===== src/rtl/bus_pkg.sv =====
// Shared bus definitions: FSM state encoding and the default address/data
// widths used by the initiator, the address decoder and the peripherals.
package bus_pkg;

  localparam int BUS_ADDR_W = 32;
  localparam int BUS_DATA_W = 32;

  typedef enum logic [1:0] {
    IDLE = 2'd0,
    BUS  = 2'd1,
    RESP = 2'd2
  } bus_state_e;

endpackage


===== src/rtl/bus_initiator.sv =====
// Single-outstanding STB/ACK bus master. Takes one CPU load/store request,
// strobes the peripheral bus until ACK or timeout, then holds the response
// until the CPU takes it.
module bus_initiator
  import bus_pkg::*;
#(
  parameter int ADDR_W  = BUS_ADDR_W,
  parameter int DATA_W  = BUS_DATA_W,
  parameter int TIMEOUT = 255
) (
  input  logic              clk,
  input  logic              reset,
  // CPU request port
  input  logic              req_valid,
  output logic              req_ready,
  input  logic              req_we,
  input  logic [ADDR_W-1:0] req_addr,
  input  logic [DATA_W-1:0] req_wdata,
  // CPU response port
  output logic              resp_valid,
  input  logic              resp_ready,
  output logic [DATA_W-1:0] resp_rdata,
  output logic              resp_err,
  // Peripheral bus
  output logic              STB_O,
  output logic              WE_O,
  output logic [ADDR_W-1:0] ADR_O,
  output logic [DATA_W-1:0] DAT_O,
  input  logic [DATA_W-1:0] DAT_I,
  input  logic              ACK_I
);

  localparam int CNT_W = $clog2(TIMEOUT + 1);
  // Counter value on the last permitted STB cycle; no ACK there means timeout.
  localparam logic [CNT_W-1:0] CNT_LAST = CNT_W'(TIMEOUT - 1);
  localparam logic [CNT_W-1:0] CNT_MAX  = '1;

  bus_state_e        state_q;
  logic [CNT_W-1:0]  cnt_q;
  logic              stb_q;
  logic              we_q;
  logic [ADDR_W-1:0] adr_q;
  logic [DATA_W-1:0] wdat_q;
  logic [DATA_W-1:0] rdata_q;
  logic              err_q;

  // Transaction FSM with registered bus/response outputs and inline timeout counter.
  // NOTE: every register here is updated with <= so all of them see the
  // pre-edge values of each other, regardless of statement order.
  always_ff @(posedge clk or posedge reset) begin
    if (reset) begin
      state_q <= IDLE;
      cnt_q   <= '0;
      stb_q   <= 1'b0;
      we_q    <= 1'b0;
      adr_q   <= '0;
      wdat_q  <= '0;
      rdata_q <= '0;
      err_q   <= 1'b0;
    end else begin
      case (state_q)
        IDLE: begin
          if (req_valid) begin
            we_q    <= req_we;
            adr_q   <= req_addr;
            wdat_q  <= req_wdata;
            cnt_q   <= '0;
            stb_q   <= 1'b1;
            state_q <= BUS;
          end
        end
        BUS: begin
          if (ACK_I) begin
            rdata_q <= we_q ? '0 : DAT_I;
            err_q   <= 1'b0;
            stb_q   <= 1'b0;
            state_q <= RESP;
          end else if (cnt_q == CNT_LAST) begin
            rdata_q <= '0;
            err_q   <= 1'b1;
            stb_q   <= 1'b0;
            state_q <= RESP;
          end else if (cnt_q != CNT_MAX) begin
            cnt_q <= cnt_q + CNT_W'(1);
          end
        end
        RESP: begin
          if (resp_ready) begin
            state_q <= IDLE;
          end
        end
        default: begin
          stb_q   <= 1'b0;
          state_q <= IDLE;
        end
      endcase
    end
  end

  // Handshake flags decode the state register directly; req_ready is also
  // held low for the whole time reset is asserted.
  assign req_ready  = (state_q == IDLE) && !reset;
  assign resp_valid = (state_q == RESP);

  assign resp_rdata = rdata_q;
  assign resp_err   = err_q;
  assign STB_O      = stb_q;
  assign WE_O       = we_q;
  assign ADR_O      = adr_q;
  assign DAT_O      = wdat_q;

endmodule


===== config.mk =====
export PLATFORM = sky130hd
export DESIGN_NAME = bus_initiator
export DESIGN_NICKNAME = d
export VERILOG_FILES = /design/src/rtl/bus_pkg.sv /design/src/rtl/bus_initiator.sv
export SDC_FILE = /design/constraint.sdc
export NUM_CORES = 1
export LEC_CHECK = 0
export ABC_AREA = 1
export CAP_MARGIN = 20
export CORE_UTILIZATION = 45
export CTS_BUF_LIST = sky130_fd_sc_hd__clkbuf_8
export CTS_CLUSTER_DIAMETER = 150
export DETAILED_ROUTE_END_ITERATION = 16
export DONT_BUFFER_PORTS = 1
export SLEW_MARGIN = 15
export SYNTH_ARGS = -nofsm -noshare
export SYNTH_HDL_FRONTEND = slang
export SYNTH_SLANG_ARGS = --single-unit

===== constraint.sdc =====
create_clock -name clk -period 3.61 [get_ports clk]
set_input_delay 0.361 -clock clk [delete_from_list [all_inputs] [get_ports clk]]
set_output_delay 0.361 -clock clk [all_outputs]
set_load 0.02 [all_outputs]

==> out/summary.md <==
In this design, the stage delay of the slowest critical-path cell is 0.67 ns. The number of failing setup endpoints in the final timing report was 0; the final worst-path cycle share was 0.547. After detailed placement, the total cell area comes to 4630 um2. Row generation in the floorplan step produced 36 rows.

The first global-routing pass estimated 13.4 mm of wire. The via count of the first global-routing pass is 2730, and the post-layout net count is 495. The total wire length after detailed routing was 8.95 mm. Pin placement for this block handled 203 I/O pins. The later pin in the worst-skew pair is clocked with a latency of 0.38 ns. The ratio of cells with drive above 1 in the final layout came out at 0.250.

The residual antenna-violating net count after detailed routing was 0. The number of storage elements in the synthesis netlist was 109. The H-tree was split into 3 levels.

The initial antenna violation count came out at 0. The areal power density over the cells works out to 1000 nW/um2. For the number of pins exceeding their max-slew limit in the final report, the log shows 0. The run gives 2.29 ns as the arrival time at the worst endpoint.

The tools report the nature of the critical path endpoint as a register. For the post-cts repair resize count, the log shows 0. The tools report the number of hold buffers added after CTS as 1. The critical path goes through nor2_4, nand2_4, nand2_4, nand2_1, nand2_1. Counting the buffers created by CTS gives 9. Entering global routing, the biggest net connects 60 pins. The aggregate global-route resource usage is 0.171. Along the worst path, the maximum fanout reaches 41. In this run the clock root is driven by a clkbuf_8.

The die height is 102 um, and the routed via count divided by cell count is 5.12. The flow ran to the end, and the final reports show no timing, DRC or antenna violations. Counting every net in the synthesized netlist gives 496.

The cell area after layout was 4870 um2; the final cell count without fillers was 529. The tightest min-delay check is of the input pin to register type. Count of final hold-check violations: 0. For the worst setup path, the data required time is 3.92 ns. The per-cell routed wire length came out at 16.9 um.

At the pin with the least slew margin, the transition time is 0.825 ns. Setup repair after global routing left no endpoint under its margin. Switching power total: 0.00211 W. Type of the setup path with the least slack: register to register. The first TritonRoute pass finished after 4 iterations.

Counting every instance in the synthesized netlist gives 392. The wire-length estimate of the detail-placed layout is 6.28 mm. Core box area: 9770 um2. Clock-pin slew was measured on the worst setup and hold paths at 0.10 ns. Setup slack on the critical path of the routed design comes to 1.64 ns. Count of warnings emitted by yosys: 0. The clock period could shrink to 1.97 ns. The library cells used most frequently in the layout, excluding fill and tap cells, are 111 x nand2_1, 109 x dfrtp_1, 47 x mux2_2.

The switching part of the total power works out to 0.432. Broken down by cell family, the worst path's largest delay share belongs to simple AND/OR/NAND/NOR gates. The leading cell type in the layout, fill and taps excluded was nand2_1. The residual overflow from global routing came out at 0. The fraction of the core area covered by cells at the end of the flow was 0.498. The internal power of the cells totals 0.00277 W.

The floorplan step set the die width to 102 um. For the combinational power share, the log shows 0.243. Max-cap violations in this run came to 0.

STA classifies the critical path startpoint as a register. The run gives 0.741 as the final estimated routing congestion in global placement. The total leakage power was 2.34 nW; the count of unique library cells instantiated by Yosys was 20. The logs give 0.589 for the register share of total power and 0.449 for the worst relative slew slack. For this design, the slowest cell found on the critical path is nor2_4. The number of vias after detailed routing is 2706, and the synthesis-to-layout area growth is 7.28%. The count of buffers added on input and output ports is 0.

After the first detailed-routing iteration, the DRC count stood at 152. The mapped netlist covers 4540 um2. The sink count of the clock tree was 109; the starting density of the core was 0.464. Static timing analysis puts the maximum clock frequency at 506 MHz. Fill cells in the final layout number 886. The repair_antennas step left the layout with diodes totalling 0. A synthesized cell averages 11.6 um2. The post-place setup slack came out at 1.63 ns.

TritonCTS built the clock tree. Across the VDD grid, the largest voltage drop is 0.451 mV. The sequential area share after synthesis came out at 0.601.

The die covers 10500 um2. The clock arrives with 0.0203 ns of skew. The critical path contains buffers and inverters numbering 0 combined. In this run, placement finished with an instance count of 512.

The run gives 0.168 as the power share of the clock group. The number of setup buffers added after CTS is 0. The post-route DRC violation count was 0. The clock passes through at most 2 buffers. The total negative slack for setup checks is 0 ns.
-- metrics by stage --
stage                     hold WS, ns  power (W)
after floorplan                 0.441    0.00384
after global placement          0.387    0.00405
after detailed placement        0.400    0.00411
after CTS                      0.0451    0.00494
after global routing           0.0446    0.00517
final                          0.0596    0.00489
-- worst paths after layout --
| kind | to | startpoint | slack (ns) | depth (start not counted) |
|---|---|---|---|---|
| setup / recovery | cnt_q[7] | state_q[1] | 1.64 | 5 |
| hold / removal | resp_err | ACK_I | 0.06 | 1 |
| setup reg to reg | cnt_q[7] | state_q[1] | 1.64 | 5 |
| hold reg to reg | state_q[1] | state_q[0] | 0.51 | 1 |
| max in group asynchronous | cnt_q[6] | reset | 2.18 | 3 |
| min in group asynchronous | DAT_O[3] | reset | 0.59 | 2 |
-- sequential cells by signal, indices dropped and copies added (netlist names) --
name	flops
DAT_O	32
resp_err	1
WE_O	1
ADR_O	32
state_q	2
STB_O	1
cnt_q	8
resp_rdata	32
-- final cells by class --
type	instances	area, um2	area share
Clock buffer	9	124	0.0254
Multi-Input combinational cell	257	1660	0.341
Inverter	9	36.3	0.00745
Clock inverter	7	106	0.0218
Sequential cell	109	2730	0.560
Timing Repair Buffer	5	47.5	0.00976
Tap cell	133	166	0.0342
-- Yosys cell counts --
master | number | area share
ha_1 | 2 | 0.0055
clkbuf_1 | 2 | 0.0017
a21oi_1 | 1 | 0.0011
inv_1 | 7 | 0.0058
nor2_1 | 23 | 0.019
nand2_4 | 2 | 0.0050
mux2_4 | 18 | 0.060
nand3_2 | 1 | 0.0022
o21bai_1 | 1 | 0.0017
mux2_2 | 47 | 0.12
o31ai_1 | 1 | 0.0017
nand3_1 | 43 | 0.047
nand2_1 | 111 | 0.092
buf_2 | 8 | 0.0088
buf_6 | 7 | 0.017
dfrtp_1 | 109 | 0.60
nand2_2 | 4 | 0.0055
nor2_4 | 2 | 0.0050
inv_2 | 2 | 0.0017
o21ai_2 | 1 | 0.0019
-- power by group through the flow --
| stage | logic, W | clock network [W] | registers, W |
|---|---|---|---|
| 4_1_cts | 0.00120 | 0.000846 | 0.00289 |
| 3_3_place_gp | 0.00114 | 0 | 0.00291 |
| 5_1_grt | 0.00132 | 0.000891 | 0.00296 |
| 2_1_floorplan | 0.00107 | 0 | 0.00277 |
| 3_5_place_dp | 0.00120 | 0 | 0.00292 |
| 6_report | 0.00119 | 0.000820 | 0.00288 |
-- kinds of logic after synthesis --
kind of cell             synth area share
AND/OR/NAND/NOR                     0.176
buffers and inverters              0.0353
multiplexers                        0.176
AO/OA/AOI/OAI                     0.00634
flip-flops                          0.601
adder cells (fa/ha/maj)           0.00551
-- routing by layer --
metal	global-route usage	routed length [um]	vias to the layer above
met5	0	0	-
met4	0.0956	216	0
met3	0.0588	684	17
met2	0.267	4280	116
met1	0.206	3770	1299
li1	-	-	1274
No activity file was read; power rests on OpenSTA's default activity.
